File: src/rtl/dec_arb_pkg.sv
// Shared types and constants for the decode-datapath arbiter.
package dec_arb_pkg;

    typedef enum logic [1:0] {
        IDLE  = 2'd0,
        SERVE = 2'd1,
        PARK  = 2'd2
    } state_e;

    localparam int CODE_W        = 3;   // datapath code width
    localparam int IDX_W         = 3;   // requester index width (NREQ <= 8)
    localparam int BURST_W       = 4;   // burst counter width
    localparam int GCNT_W        = 4;   // per-requester accept counter width
    localparam int DEF_NREQ      = 4;
    localparam int DEF_MAX_BURST = 4;

endpackage

File: src/rtl/rr_pick.sv
// Combinational round-robin picker: first set request at or above the
// pointer, wrapping modulo NREQ.
module rr_pick
    import dec_arb_pkg::*;
#(
    parameter int NREQ = DEF_NREQ
) (
    input  logic [NREQ-1:0]  req,
    input  logic [IDX_W-1:0] ptr,
    output logic             found,
    output logic [IDX_W-1:0] idx
);

    int cand;

    // Scan candidates ptr, ptr+1, ... and keep the first requesting one.
    always_comb begin
        found = 1'b0;
        idx   = '0;
        cand  = 0;
        for (int k = 0; k < NREQ; k++) begin
            cand = int'(ptr) + k;
            if (cand >= NREQ) cand = cand - NREQ;
            for (int j = 0; j < NREQ; j++) begin
                if (!found && (j == cand) && req[j]) begin
                    found = 1'b1;
                    idx   = IDX_W'(j);
                end
            end
        end
    end

endmodule

File: src/rtl/dec_arbiter.sv
// Round-robin burst arbiter feeding one shared decode/count datapath.
// Optional feature: define DEC_ARBITER_STATS_EN to add per-requester
// 4-bit accept counters on oGCNT.
module dec_arbiter
    import dec_arb_pkg::*;
#(
    parameter int NREQ      = DEF_NREQ,
    parameter int MAX_BURST = DEF_MAX_BURST
) (
    input  logic                     iCLK,
    input  logic                     iRST,
    input  logic [NREQ-1:0]          iREQ,
    input  logic [CODE_W*NREQ-1:0]   iCODE,
    output logic [NREQ-1:0]          oGNT,
    output logic [IDX_W-1:0]         oOWNER,
    output logic                     oEN,
    output logic [CODE_W-1:0]        oDEC,
`ifdef DEC_ARBITER_STATS_EN
    output logic [GCNT_W*NREQ-1:0]   oGCNT,
`endif
    output logic                     oBUSY
);

    state_e              state_q, state_d;
    logic [NREQ-1:0]     gnt_q, gnt_d;
    logic [IDX_W-1:0]    owner_q, owner_d;
    logic                en_q, en_d;
    logic [CODE_W-1:0]   dec_q, dec_d;
    logic [BURST_W-1:0]  burst_q, burst_d;
    logic [IDX_W-1:0]    ptr_q, ptr_d;

    logic                req_own;
    logic [CODE_W-1:0]   code_own;
    logic                accept;
    logic [IDX_W-1:0]    ptr_inc;
    logic [IDX_W-1:0]    pick_ptr;
    logic                pick_found;
    logic [IDX_W-1:0]    pick_idx;
    logic [BURST_W-1:0]  burst_inc;

    // Owner's request and code, selected without a variable-width index.
    always_comb begin
        req_own  = 1'b0;
        code_own = '0;
        for (int i = 0; i < NREQ; i++) begin
            if (owner_q == IDX_W'(i)) begin
                req_own  = iREQ[i];
                code_own = iCODE[CODE_W*i +: CODE_W];
            end
        end
    end

    assign accept    = (state_q == SERVE) && (|gnt_q) && req_own;
    assign ptr_inc   = (owner_q == IDX_W'(NREQ-1)) ? '0 : owner_q + IDX_W'(1);
    assign burst_inc = burst_q + BURST_W'(1);

    // In PARK the pointer moves past the owner in the same cycle, so the
    // pick must already search from owner+1.
    assign pick_ptr = (state_q == PARK) ? ptr_inc : ptr_q;

    rr_pick #(.NREQ(NREQ)) u_pick (
        .req   (iREQ),
        .ptr   (pick_ptr),
        .found (pick_found),
        .idx   (pick_idx)
    );

    // Next-state and registered-output logic.
    always_comb begin
        state_d = state_q;
        gnt_d   = gnt_q;
        owner_d = owner_q;
        en_d    = 1'b0;
        dec_d   = dec_q;
        burst_d = burst_q;
        ptr_d   = ptr_q;
        case (state_q)
            IDLE: begin
                if (pick_found) begin
                    state_d = SERVE;
                    owner_d = pick_idx;
                    for (int i = 0; i < NREQ; i++) gnt_d[i] = (pick_idx == IDX_W'(i));
                end
            end
            SERVE: begin
                if (!accept) begin
                    // Owner released: give up the grant without taking a code.
                    state_d = PARK;
                    gnt_d   = '0;
                end else begin
                    en_d    = 1'b1;
                    dec_d   = code_own;
                    burst_d = burst_inc;
                    if (burst_inc == BURST_W'(MAX_BURST)) begin
                        state_d = PARK;
                        gnt_d   = '0;
                    end
                end
            end
            PARK: begin
                ptr_d   = ptr_inc;
                burst_d = '0;
                if (pick_found) begin
                    state_d = SERVE;
                    owner_d = pick_idx;
                    for (int i = 0; i < NREQ; i++) gnt_d[i] = (pick_idx == IDX_W'(i));
                end else begin
                    state_d = IDLE;
                end
            end
            default: begin
                state_d = IDLE;
                gnt_d   = '0;
            end
        endcase
    end

    // State and output registers; reset discards any accept in flight.
    always_ff @(posedge iCLK) begin
        if (iRST) begin
            state_q <= IDLE;
            gnt_q   <= '0;
            owner_q <= '0;
            en_q    <= 1'b0;
            dec_q   <= '0;
            burst_q <= '0;
            ptr_q   <= '0;
        end else begin
            state_q <= state_d;
            gnt_q   <= gnt_d;
            owner_q <= owner_d;
            en_q    <= en_d;
            dec_q   <= dec_d;
            burst_q <= burst_d;
            ptr_q   <= ptr_d;
        end
    end

    assign oGNT   = gnt_q;
    assign oOWNER = owner_q;
    assign oEN    = en_q;
    assign oDEC   = dec_q;
    assign oBUSY  = (state_q != IDLE);

`ifdef DEC_ARBITER_STATS_EN
    logic [NREQ-1:0][GCNT_W-1:0] gcnt_q, gcnt_d;

    // Count accepts per requester; counters wrap naturally.
    always_comb begin
        gcnt_d = gcnt_q;
        for (int i = 0; i < NREQ; i++) begin
            if (accept && (owner_q == IDX_W'(i))) gcnt_d[i] = gcnt_q[i] + GCNT_W'(1);
        end
    end

    // Accept counter registers.
    always_ff @(posedge iCLK) begin
        if (iRST) gcnt_q <= '0;
        else      gcnt_q <= gcnt_d;
    end

    assign oGCNT = gcnt_q;
`endif

endmodule

File: config.mk
export PLATFORM = sky130hd
export DESIGN_NAME = dec_arbiter
export DESIGN_NICKNAME = d
export VERILOG_FILES = /design/src/rtl/dec_arb_pkg.sv /design/src/rtl/rr_pick.sv /design/src/rtl/dec_arbiter.sv
export SDC_FILE = /design/constraint.sdc
export NUM_CORES = 1
export LEC_CHECK = 0
export CAP_MARGIN = 15
export CELL_PAD_IN_SITES_DETAIL_PLACEMENT = 0
export CELL_PAD_IN_SITES_GLOBAL_PLACEMENT = 2
export CORE_UTILIZATION = 30
export DETAILED_ROUTE_END_ITERATION = 8
export PLACE_DENSITY_LB_ADDON = 0.2
export SKIP_LAST_GASP = 1
export SYNTH_ARGS = -nofsm -noshare
export SYNTH_HDL_FRONTEND = slang
export SYNTH_SLANG_ARGS = --single-unit
File: constraint.sdc
create_clock -name iCLK -period 6.9 [get_ports iCLK]
set_input_delay 1.38 -clock iCLK [delete_from_list [all_inputs] [get_ports iCLK]]
set_output_delay 1.38 -clock iCLK [all_outputs]
set_load 0.005 [all_outputs]
==> summary.txt, run 1 <==
Status
  • Run status: finished, final reports clean

Layout
  • Most common cell after layout, fill and taps aside: clkdlybuf4s50_1
  • Fin util: 0.389
  • Final Net Count: 231
  • ANT cells: 0
  • Final Cell Area: 1840 um2
  • Most frequent cells in the layout: clkdlybuf4s50_1, nor2_1, dfxtp_1
  • Share of cells above drive strength 1: 0.0842
  • Synth-to-layout area growth: 24.3%
  • Final std cells w/o fill: 269

Timing
  • Tmin final: 3.87 ns
  • Final setup violation count: 0
  • Worst hold slack: 0.452 ns
  • Slew headroom: 0.582
  • Final Skew: 0.00301 ns
  • Setup TNS: 0 ns
  • Maximum clock frequency: 0.258 GHz
  • Final Hold Vio Count: 0
  • Fin crit share: 0.562
  • Unrepaired setup endpoints after global routing: false
  • Tightest Pin Transition: 0.625 ns
  • Setup slack after layout: 3.03 ns
  • Final Slew Violations: 0

Clocking
  • Clk pin slew, worst setup/hold paths: 0.07 ns
  • Bufs on Longest Clock Path: 2
  • Clock sinks: 19
  • Post-CTS setup buffer count: 0
  • CTS root buf: clkbuf_8
  • CTS buffer count: 3
  • H-tree Lvls: 1
  • CTS tree: built
  • Hold buffer count at cts: 0
  • Worst-Skew Late Latency: 0.26 ns
  • Post-cts resize count: 0

Routing
  • Vias: 1,396
  • DRT Wirelength: 4030 um
  • Wirelength per Cell: 15.0 um
  • Met2 Wirelength: 1830 um
  • Detailed Routing Iterations Pass 1: 4
  • Met3 WL: 226 um
  • First DRT Iteration DRCs: 74
  • Residual DRC: 0
  • Post-route antenna net violation count: 0
  • Via density: 5.19
  • Met1 Routed Length: 1920 um
  • Max Used Layer: met4

Yosys
  • Synth Cell Area: 1480 um2
  • FFs w/ async S/R, synth: 0
  • Cells after Synth: 179
  • Predominant post-synthesis flop cell: dfxtp_1
  • Seq cells post-synth: 19
  • Unique masters post-synth: 57
  • Yosys warns: 0
  • Syn Nets: 207
  • Number of synthesized flops with an enable pin: 0
  • Mean Syn Cell Area: 8.25 um2
  • Seq/Total Area, Yosys: 0.258

Critical path
  • Crit path cell chain: and2b_1, o21ai_2, inv_1, ha_1, and3b_1, or2_1, and2_1, o21ai_0, nor4b_4, a31oi_1, o32ai_1
  • Worst-path fanout max: 13
  • Data arrival time of the worst path: 4.03 ns
  • Crit path largest cell delay: 0.59 ns
  • Crit Path Category: reg -> reg
  • WP data required: 7.06 ns
  • Critical Path Start: state_q[0]$_SDFFE_PP0P_
  • Crit path capture type: register
  • Critical path's top delay family: simple AND/OR/NAND/NOR gates
  • Startpoint Class: register
  • Reg2reg start: state_q[0]$_SDFFE_PP0P_
  • Slowest library cell on the worst path: dfxtp_1
  • Worst path buffer plus inverter count: 1

Power and ir drop
  • Leakage: 0.695 nW
  • Gate power share: 0.515
  • Pwr dens: 250 nW/um2
  • Psw: 182 uW
  • Sequential power share: 0.315
  • Peak supply drop: 0.000105 V
  • Internal power: 278 uW
  • Clock power share: 0.170
  • Sw Ratio: 0.396
  • Total Power: 460 uW

Die
  • Die Height: 72.2 um
  • I/O Pins: 30
  • Die area: 5210 um2
  • Rows: 25
  • Die width: 72.2 um
  • Core ar.: 4720 um2
  • Initial Util: 0.313

Place
  • Post-DP Area: 1790 um2
  • Placed Cells: 265
  • Number of port buffers: 28
  • Worst slack, placed: 2.90 ns
  • DP Wirelength: 3090 um
  • RePlAce Congestion: 0.918

Global routing
  • Total GRT Usage: 0.160
  • Largest net degree at the start of global routing: 18
  • Vias in the first global route: 1,316
  • Remaining global-route overflow: 0
  • First-pass GRT wire length: 6400 um
  • Initial antenna violation count: 0

Hold path
  • HP Start: ptr_q[2]$_SDFF_PP0_
  • Hold Path Class: reg -> reg

Run
  • Max Cap Viol: 0
worst paths after layout:
| path | slack, ns | endpoint | cells past startpoint |
|---|---|---|---|
| hold reg to reg | 0.45 | ptr_q[2]$_SDFF_PP0_ | 2 |
| setup / recovery | 3.03 | oGNT[0]$_SDFFE_PP0P_ | 11 |
| setup reg to reg | 3.03 | oGNT[0]$_SDFFE_PP0P_ | 11 |
| hold / removal | 0.45 | ptr_q[2]$_SDFF_PP0_ | 2 |
cell usage after synthesis, types with 3 or more instances:
library cell	n	area, um2
a211oi_1	7	52.6
a21oi_1	13	65.1
a22oi_1	3	22.5
a31oi_1	3	18.8
clkbuf_1	6	22.5
dfxtp_1	19	380
ha_1	10	125
inv_1	15	56.3
mux2i_1	4	40.0
nand2_1	7	26.3
nor2_1	24	90.1
nor3_1	4	20.0
o21ai_0	6	30.0
o32ai_1	4	35.0
sequential cells by signal, indices dropped and copies added, names as in the netlist:
| name | flops |
|---|---|
| burst_q | 4 |
| oDEC | 3 |
| oEN | 1 |
| oGNT | 4 |
| oOWNER | 2 |
| ptr_q | 3 |
| state_q | 2 |
final cells by class:
cell class	instances	area [um2]
clock buffer	4	45.0
inverter	15	56.3
tap	67	83.8
timing repair buffer	29	288
multi-input combinational	135	982
sequential	19	380
fill	494	2890
cells by family (layout without fill, tap and decap cells):
group,after synthesis,count (layout),synth area share
AOI/OAI and AO/OA,55,55,0.281
xor gates and xnor gates,3,3,0.0178
adders and majority gates,10,10,0.0847
buffers and inverters,25,48,0.0771
DFF,19,19,0.258
muxes,4,4,0.0271
other,1,1,0.00254
and+or+nand+nor,62,62,0.252
metal layers:
layer	up-vias	global-route usage
li1	696	-
met5	-	0
met2	45	0.253
met1	648	0.212
met3	7	0.0389
met4	0	0.0566
tightest hold or removal path: stages, from the launching register on:
cell and delay (ns):
dfxtp_1 0.30, inv_1 0.07, nor2_1 0.05
power by group through the flow:
stage / Clock [mW] / Combinational, mW / Sequential [mW]
after detailed placement: 0 / 0.237 / 0.147
final: 0.0781 / 0.237 / 0.145
after floorplan: 0 / 0.169 / 0.142
after CTS: 0.0806 / 0.239 / 0.145
after global placement: 0 / 0.235 / 0.147
after global routing: 0.0848 / 0.263 / 0.148
(Power assumes the default switching activity.)
==> run 2: changes to the inputs <==
Settings changed: CORE_UTILIZATION 30 to 27.
Clock period 6.9 ns to 3.4 ns, I/O delays scaled along.
==> run 2 against run 1 <==
  * Utilization fell by 2.3 points
  * Count of clock-buffer cells in the layout did not move
  * Non-clock buffer count rose by 6
  * Power rose by 110%
  * Design area rose by 3.1%
  * Cell count rose by 3.3%
  * Clock skew rose by 0.00088 ns
  * Clock power rose by 98%
  * Die area rose by 11%
  * Critical path depth rose by 2
  * Register-to-register slack got worse by 2.8 ns
  * Sequential share of layout area fell by 0.55 points
  * Critical endpoint is now oGNT[3]$_SDFFE_PP0P_
==> summary.txt, run 2 (synthesis gave the netlist of run 1 again) <==
Status
  • Run status: finished, final reports clean

Critical path
  • FF-to-FF setup slack: 0.23 ns (-2.79 ns)
  • Crit Path Category: reg -> reg
  • Reg2reg start: oOWNER[1]$_SDFFE_PP0P_
  • WP data required: 3.56 ns (-3.50 ns)
  • Data arrival time of the worst path: 3.32 ns (-0.71 ns)
  • Terminus of the critical flop-to-flop path: oGNT[3]$_SDFFE_PP0P_
  • Worst-path fanout max: 4 (-9)
  • Startpoint Class: register
  • Crit path capture type: register
  • Worst r2r path cells: 13 (+2)

Layout
  • Synth-to-layout area growth: 28.1%
  • ANT cells: 0 (unchanged)
  • Fin util: 0.366 (-0.0229)
  • Most common cell after layout, fill and taps aside: clkdlybuf4s50_1
  • Final Net Count: 237 (+2.6%)
  • Most frequent cells in the layout: clkdlybuf4s50_1, nor2_1, dfxtp_1
  • Share of cells above drive strength 1: 0.125 (+0.0408)
  • Final Cell Area: 1890 um2 (+3.1%)

Timing
  • Fin crit share: 0.931 (+0.370)
  • Tmin final: 3.17 ns (-0.708 ns)
  • Setup TNS: 0 ns (unchanged)
  • Final Slew Violations: 0 (unchanged)
  • Maximum clock frequency: 0.316 GHz (+22%)
  • Worst hold slack: 0.480 ns (+0.0276 ns)
  • Final Skew: 0.00389 ns (+0.000877 ns)
  • Slew headroom: 0.566 (-0.0158)
  • Tightest Pin Transition: 0.649 ns (+0.0236 ns)
  • Unrepaired setup endpoints after global routing: false
  • Final Hold Vio Count: 0 (unchanged)
  • Final setup violation count: 0 (unchanged)

Power and ir drop
  • Pwr dens: 507 nW/um2 (+100%)
  • Total Power: 959 uW (+110%)
  • Psw: 369 uW (+100%)
  • Sw Ratio: 0.385 (-0.0114)
  • Peak supply drop: 0.000175 V (+67%)
  • Clock power share: 0.162 (-0.008)
  • Sequential power share: 0.292 (-0.023)
  • Internal power: 590 uW (+110%)
  • Leakage: 0.729 nW (+5.0%)
  • Gate power share: 0.546 (+0.031)

Clocking
  • Clock sinks: 19 (unchanged)
  • Hold buffer count at cts: 0 (unchanged)
  • Worst-Skew Late Latency: 0.25 ns (about the same)
  • CTS tree: built
  • Bufs on Longest Clock Path: 2 (unchanged)
  • Clk pin slew, worst setup/hold paths: 0.07 ns (about the same)
  • CTS buffer count: 3 (unchanged)
  • H-tree Lvls: 1 (unchanged)
  • CTS root buf: clkbuf_8

Routing
  • DRT Wirelength: 3780 um (-6.2%)
  • Residual DRC: 0 (unchanged)
  • Detailed Routing Iterations Pass 1: 4 (unchanged)
  • First DRT Iteration DRCs: 71 (-4.1%)
  • Vias: 1,395 (-0.072%)
  • Wirelength per Cell: 13.6 um (-9.2%)
  • Via density: 5.02 (-3.3%)
  • Post-route antenna net violation count: 0 (unchanged)

Die
  • Initial Util: 0.285 (-0.0271)
  • Rows: 26 (+4.0%)
  • Die width: 75.9 um (+5.3%)
  • Die area: 5770 um2 (+11%)
  • I/O Pins: 30 (unchanged)
  • Die Height: 75.9 um (+5.3%)
  • Core ar.: 5170 um2 (+9.5%)

Place
  • Number of port buffers: 28 (unchanged)
  • Post-DP Area: 1830 um2 (+2.3%)
  • RePlAce Congestion: 0.781 (-15%)
  • DP Wirelength: 2930 um (-5.4%)

Run
  • Max Cap Viol: 0 (unchanged)

Global routing
  • Vias in the first global route: 1,373 (+4.3%)
  • Largest net degree at the start of global routing: 18 (unchanged)
  • Initial antenna violation count: 0 (unchanged)
  • First-pass GRT wire length: 6380 um (-0.33%)
  • Remaining global-route overflow: 0 (unchanged)
  • Total GRT Usage: 0.135 (-0.0255)

Hold path
  • Hold Crit Depth: 2 (unchanged)
  • HP Start: ptr_q[2]$_SDFF_PP0_
  • Hold Path Class: reg -> reg
  • Min-Delay Endpoint: ptr_q[2]$_SDFF_PP0_
==> run 2: worst max-delay path by stage <==
stage / start / to / slack [ns] / cells past startpoint
after floorplan: oOWNER[0]$_SDFFE_PP0P_ / oGNT[2]$_SDFFE_PP0P_ / 0.24 / 13
after global placement: iREQ[0] / oGNT[1]$_SDFFE_PP0P_ / 0.28 / 8
after detailed placement: oOWNER[1]$_SDFFE_PP0P_ / oGNT[2]$_SDFFE_PP0P_ / 0.20 / 13
after CTS: oOWNER[1]$_SDFFE_PP0P_ / oGNT[2]$_SDFFE_PP0P_ / 0.17 / 13
after global routing: oOWNER[1]$_SDFFE_PP0P_ / oGNT[2]$_SDFFE_PP0P_ / 0.003 / 13
final: oOWNER[1]$_SDFFE_PP0P_ / oGNT[3]$_SDFFE_PP0P_ / 0.23 / 13
==> run 2: power groups by stage <==
stage / Combinational (mW) / Clock (mW) / Sequential (mW)
2_1_floorplan: 0.344 / 0 / 0.289
3_3_place_gp: 0.514 / 0 / 0.281
3_5_place_dp: 0.511 / 0 / 0.284
4_1_cts: 0.515 / 0.162 / 0.279
5_1_grt: 0.583 / 0.172 / 0.284
6_report: 0.524 / 0.155 / 0.280
==> run 2: layer usage <==
| layer | vias to the layer above | share of wire | global-route usage | wire [um] |
|---|---|---|---|---|
| met5 | - | 0 | 0 | 0 |
| met4 | 0 | 0.0069 | 0.0192 | 26 |
| met3 | 4 | 0.041 | 0.0313 | 156 |
| met2 | 31 | 0.47 | 0.241 | 1790 |
| met1 | 655 | 0.48 | 0.167 | 1810 |
| li1 | 705 | - | - | - |
==> run 2: layout make-up <==
type	count	area (um2)
repair buffers	35	333
multi-input cells	135	988
inverters	15	56.3
flip-flops and latches	19	382
well taps	70	87.6
clock buffers	4	45.0
fillers	539	3280
==> run 2: worst max-delay path, stage by stage, from the launching register on <==
cell,delay [ns]
dfxtp_2,0.36
inv_1,0.08
ha_1,0.32
nand3b_1,0.12
o21ai_2,0.10
inv_1,0.10
ha_1,0.31
and3b_1,0.20
or2_4,0.15
nand3_2,0.08
o32a_1,0.31
o311ai_2,0.31
or4b_4,0.51
o32ai_1,0.13
==> run 2: repair_timing <==
item                                    CTS  global route
endpoints found under the setup margin    0             4
setup buffers                             0             1
resized for setup                         0             4
==> run 2: per-stage QoR <==
stage	worst slack, ns	instances
after floorplan	0.240	179
after global placement	0.276	273
after detailed placement	0.203	273
after CTS	0.172	277
after global routing	0.00275	278
final	0.234	278
==> RTL change 1, RTL diff (config.mk and constraints of run 2) <==
Encoding of `state_e`: now one-hot (3 bits for 3 states).
--- a/src/rtl/dec_arb_pkg.sv
+++ b/src/rtl/dec_arb_pkg.sv
@@ -2,8 +2,8 @@
 package dec_arb_pkg;
 
-    typedef enum logic [1:0] {
-        IDLE  = 2'd0,
-        SERVE = 2'd1,
-        PARK  = 2'd2
+    typedef enum logic [2:0] {
+        IDLE  = 3'b001,
+        SERVE = 3'b010,
+        PARK  = 3'b100
     } state_e;
 
Behaviour: no difference found for any inputs over 10 cycles, from zero or initial values and one cycle with iRST high; not proved beyond that.
==> RTL change 1 against run 2 <==
Largest power group unchanged. Wire length rose by 11%. Sequential cell count rose by 1. Hold slack got worse by 16 ps. Sequential power fell by 5%. Critical path type unchanged. Highest routed layer unchanged. Synthesized cell count rose by 1.7%. Worst setup slack got worse by 4.7 ps. Fmax fell by 0.15%. Global-route usage rose by 0.73 points. Total power fell by 15%. Critical endpoint is now oGNT[0]. Synthesized area rose by 4.7%. Final area rose by 7.9%.
==> RTL change 1: results (changes against run 2) <==
stage	metric	value	unit	change
placed_design	dpl cells	282		was 273
clocking	Clk Tree Root Cell	clkbuf_8		unchanged
placed_design	HPWL after DPL	3290	um	was 2930 um
timing	max-slew violation count	0		unchanged
synth	Yosys cell types	57		unchanged
clocking	htree depth	1		unchanged
timing	Worst Max-Slew Pin Slew	736	ps	was 649 ps
grt	Tot GR Track Use	14.2	%	was 13.5%
detailed_routing	drt pass-1 iters	5		was 4
critical_path	Arrival @ worst endpoint	3350	ps	was 3320 ps
cells_and_area	nets	243		was 237
power	sw power	257	uW	was 369 uW
detailed_routing	Routed WL per cell	14.6	um	was 13.6 um
synth	synth cell count leaders	dfxtp_1 (20), nor2_1 (20), inv_1 (13), nand2_1 (13), ha_1 (10)		was nor2_1 (24), dfxtp_1 (19), inv_1 (15)
clocking	Bufs on Longest Clock Path	2		unchanged
synth	sequential element share of the synthesized area	25.9	%	was 25.8%
outcome	status	completed		unchanged
synth	Syn Nets	210		was 207
placed_design	pre-CTS setup slack	93.6	ps	was 203 ps
placed_design	final RePlAce weighted congestion	0.885		was 0.781
synth	synth top area cells	dfxtp_1 (26%), ha_1 (8.1%), nor2_1 (4.9%)		was dfxtp_1 (26%), ha_1 (8.5%), nor2_1 (6.1%)
clocking	post-CTS sizing	0		unchanged
cells_and_area	share of layout cells above drive strength 1	15.4	%	was 12.5%
clocking	TritonCTS Buffers	3		unchanged
synth	prevailing post-synth register cell	dfxtp_1		unchanged
grt	vias in the first global route	1396		was 1,373
clocking	setup bufs post-CTS	0		unchanged
placed_design	IO Port Bufs	28		unchanged
job	Max Cap Viol	0		unchanged
critical_path	worst-path maximum fanout	6		was 4
detailed_routing	First DRT Iteration DRCs	62		was 71
clocking	Post-CTS Hold Fix Bufs	0		unchanged
power	Worst IR Drop VDD	0.000251	V	was 0.000175 V
clocking	clock slew at the register clock pins of the worst setup and hold paths	80	ps	
synth	synth warn	0		unchanged
timing	Final Skew	6.04	ps	was 3.89 ps
synth	syn avg cell area	8.49	sq um	was 8.25 sq um
grt	largest net degree at the start of global routing	19		was 18
detailed_routing	Routed WL	4190	um	was 3780 um
detailed_routing	Avg Vias per Cell	4.99		was 5.02
grt	initial antenna violation count	0		unchanged
synth	Post-synth ARST share	0	%	unchanged
grt	gr ovfl total	0		unchanged
grt	first-pass GRT wire length	6800	um	was 6380 um
power	reported leakage power	0.774	nW	was 0.729 nW
clocking	Clock Latency Late Sink	260	ps	
cells_and_area	Fillers	564		was 539
hold_path	HP Class	reg2reg		unchanged
cells_and_area	antenna cells	0		unchanged
[RTL change 1: final timing paths]
check,start,end,slack (ps),cells past startpoint
max reg2reg,oOWNER[1],oGNT[0],230,13
min,oGNT[3],oGNT[3],460,2
min reg2reg,oGNT[3],oGNT[3],460,2
max,oOWNER[1],oGNT[0],230,13
[RTL change 1: layout make-up]
type,instances,area share [%]
Inverter,13,2.39
Tap cell,72,4.41
Multi-Input combinational cell,142,53.7
Clock inverter,1,1.47
Sequential cell,20,19.7
Timing Repair Buffer,35,16.3
Clock buffer,3,2.02
[RTL change 1: worst max-delay path, stage by stage, from the launching register on]
cell and delay, ps:
dfxtp_2 380, inv_1 70, ha_1 320, and4bb_2 280, a21oi_4 180, inv_1 110
ha_1 250, and3b_1 250, nor2_1 100, a31oi_2 220, a22oi_1 200, a41oi_4 330
nand4b_2 170, o32ai_2 210
[RTL change 1: layer usage]
layer / vias to the layer above / wire length (um) / track usage [%]
met1: 670 / 2070 / 19.9
met2: 29 / 1890 / 22.7
met3: 2 / 216 / 3.41
li1: 727 / - / -
met4: 0 / 13 / 1.13
met5: - / 0 / 0
[RTL change 1: metrics by stage]
step                      instance area (sq um)  hold slack [ps]  utilization [%]  total power, mW
after global placement                     1930              454             35.1            0.573
final                                      2040              464             37.1            0.820
after detailed placement                   1930              460             35.1            0.574
after floorplan                            1550              452                -            0.465
after CTS                                  2000              473             36.4            0.819
after global routing                       2040              509             37.1            0.871
[RTL change 1: cell families (layout without fill, tap and decap cells)]
group	after synthesis	in the layout	share of synthesized area, %
simple gates	70	70	24.6
compound gates	51	51	27.0
flops	20	20	25.9
buf+inv	20	52	5.59
fa+ha+maj	10	10	8.10
mux	7	7	6.88
xor+xnor	3	3	1.70
other cells	1	1	0.243
[RTL change 1: power groups by stage]
stage	Clock, mW	Combinational (mW)	Sequential [mW]
floorplan	0	0.189	0.276
global placement	0	0.305	0.268
detailed placement	0	0.305	0.269
CTS	0.248	0.307	0.264
global route	0.257	0.348	0.266
finish	0.240	0.315	0.265
==> RTL change 2, RTL diff (flow settings as in run 2) <==
Made on the original files. The package constant `IDX_W` goes from 3 to 4.
--- a/src/rtl/dec_arb_pkg.sv
+++ b/src/rtl/dec_arb_pkg.sv
@@ -9,5 +9,5 @@
 
     localparam int CODE_W        = 3;   // datapath code width
-    localparam int IDX_W         = 3;   // requester index width (NREQ <= 8)
+    localparam int IDX_W         = 4;   // requester index width (NREQ <= 8)
     localparam int BURST_W       = 4;   // burst counter width
     localparam int GCNT_W        = 4;   // per-requester accept counter width
Interface: changed (resized oOWNER); port bits go from 30 to 31. No check against the original RTL was run, so the function may have changed too.
==> RTL change 2 against run 2 <==
The run now ends with setup timing left. Synthesized area rose by 31%. Worst setup slack got worse by 410 ps. Non-clock buffer count rose by 43. Wire length rose by 50%. Die area rose by 30%. Count of clock-buffer cells in the layout did not move. Synthesized cell count rose by 32%. Sequential cell count rose by 1. Sequential power rose by 17%. Via count rose by 41%. Final area rose by 50%. Total power rose by 84%. Largest power group unchanged.
==> RTL change 2: results (changes against run 2) <==
stage	metric	value	unit	change
outcome	status	complete, but fails checks		was completed
placed_design	dpl cells	386		was 273
grt	first-pass GRT wire length	9210	um	was 6380 um
outcome	failing checks	setup timing		
placed_design	final RePlAce weighted congestion	0.827		was 0.781
cells_and_area	share of layout cells above drive strength 1	33.1	%	was 12.5%
grt	vias in the first global route	1873		was 1,373
detailed_routing	First DRT Iteration DRCs	113		was 71
synth	synth cell count leaders	dfxtp_1 (20), nor2_1 (20), a21oi_1 (19), nand2_1 (19), ha_1 (17)		was nor2_1 (24), dfxtp_1 (19), inv_1 (15)
cells_and_area	fin cells	398		was 278
critical_path	Arrival @ worst endpoint	3740	ps	was 3320 ps
detailed_routing	Routed WL per cell	14.3	um	was 13.6 um
critical_path	Reg2Reg Depth	16		was 13
grt	Tot GR Track Use	15.8	%	was 13.5%
critical_path	worst-path maximum fanout	5		was 4
cells_and_area	Multi-input gate area	1530	sq um	was 988 sq um
critical_path	CP peak stage delay	420	ps	was 510 ps
synth	sequential element share of the synthesized area	20.7	%	was 25.8%
critical_path	RR Endpoint	oGNT[1]		was oGNT[3]
placed_design	HPWL after DPL	4340	um	was 2930 um
timing	setup ws final	-175	ps	was 234 ps
critical_path	Critical-path top delay cell	or3b_4		was or4b_4
timing	Setup-failing EPs final	6		was 0
synth	synth top area cells	dfxtp_1 (21%), ha_1 (11%), a21oi_1 (4.9%)		was dfxtp_1 (26%), ha_1 (8.5%), nor2_1 (6.1%)
synth	Yosys cell types	72		was 57
critical_path	delay-heaviest family, CP	compound AO/OA/AOI/OAI gates		was simple AND/OR/NAND/NOR gates
power	reported leakage power	1.12	nW	was 0.729 nW
synth	syn avg cell area	8.21	sq um	was 8.25 sq um
placed_design	Area after DPL	2590	sq um	was 1830 sq um
cells_and_area	Fillers	699		was 539
timing	Relative slew margins	55.7	%	was 56.6%
critical_path	start of the worst register-to-register path	oOWNER[1]		unchanged
cells_and_area	nets	338		was 237
timing	Final Skew	5.42	ps	was 3.89 ps
detailed_routing	vias	1961		was 1,395
RTL change 2: layer usage:
metal,global-route usage [%],up-vias,share of wire [%]
met4,2.73,0,1.1
met2,27.3,43,46
li1,-,1007,-
met5,0,-,0
met3,2.95,6,3.5
met1,20.7,905,49
RTL change 2: how the worst min path moves through the flow:
stage	slack, ps	cells after the start	endpoint	start
2_1_floorplan	460	2	oGNT[0]	oGNT[0]
3_5_place_dp	460	2	oGNT[2]	oGNT[2]
5_1_grt	520	2	oGNT[1]	oGNT[1]
6_report	480	2	oGNT[2]	oGNT[2]
4_1_cts	480	2	oGNT[0]	oGNT[0]
3_3_place_gp	480	2	oGNT[0]	oGNT[0]
RTL change 2: kinds of logic (layout without fill, tap and decap cells):
kind of cell,after synthesis,in the layout,share of synthesized area [%]
AO/OA/AOI/OAI,71,71,28.5
XOR/XNOR,7,7,3.16
adder cells (fa/ha/maj),17,17,11.0
buffers and inverters,31,96,8.72
flip-flops,20,20,20.7
multiplexers,9,9,4.97
other,1,2,0.193
AND/OR/NAND/NOR,80,80,22.9
RTL change 2: worst register-to-register path, stage by stage (launching register included):
cell and delay (ps):
dfxtp_2 340, inv_2 50, ha_4 230, mux2_4 310, clkinv_4 70, ha_4 120, nand2_2 50, nand3b_1 90
o21ai_1 60, a222oi_1 330, buf_4 210, ha_4 200, nor3b_2 170, a32o_2 180, or3b_4 420, o311a_4 380
o32ai_2 260
RTL change 2: power by group:
group | switching, mW | leakage, nW | internal (mW) | total [mW]
logic | 0.626 | 0.929 | 0.653 | 1.28
registers | 0.0389 | 0.164 | 0.289 | 0.328
clock network | 0.0748 | 0.0228 | 0.0833 | 0.158
total | 0.739 | 1.12 | 1.02 | 1.76
RTL change 2: stage by stage:
stage                     hold slack [ps]  setup TNS [ps]  setup WS [ps]
after CTS                             480            -735           -176
after global placement                478           -2010           -460
final                                 477            -767           -175
after global routing                  515           -1760           -303
after detailed placement              462           -1880           -396
after floorplan                       462            -728           -200
RTL change 2: layout make-up:
cell class	count	area share [%]
clock buffer	4	1.59
inverter	14	2.12
multi-input combinational	186	54.0
sequential	20	14.3
tap	96	4.24
timing repair buffer	78	23.7
RTL change 2: repair_timing:
item                                    CTS  global route
setup buffers                             8             1
endpoints found under the setup margin    6             7
hold buffers                              0             0
gates resized for setup                  21             4
pin swaps                                13             2
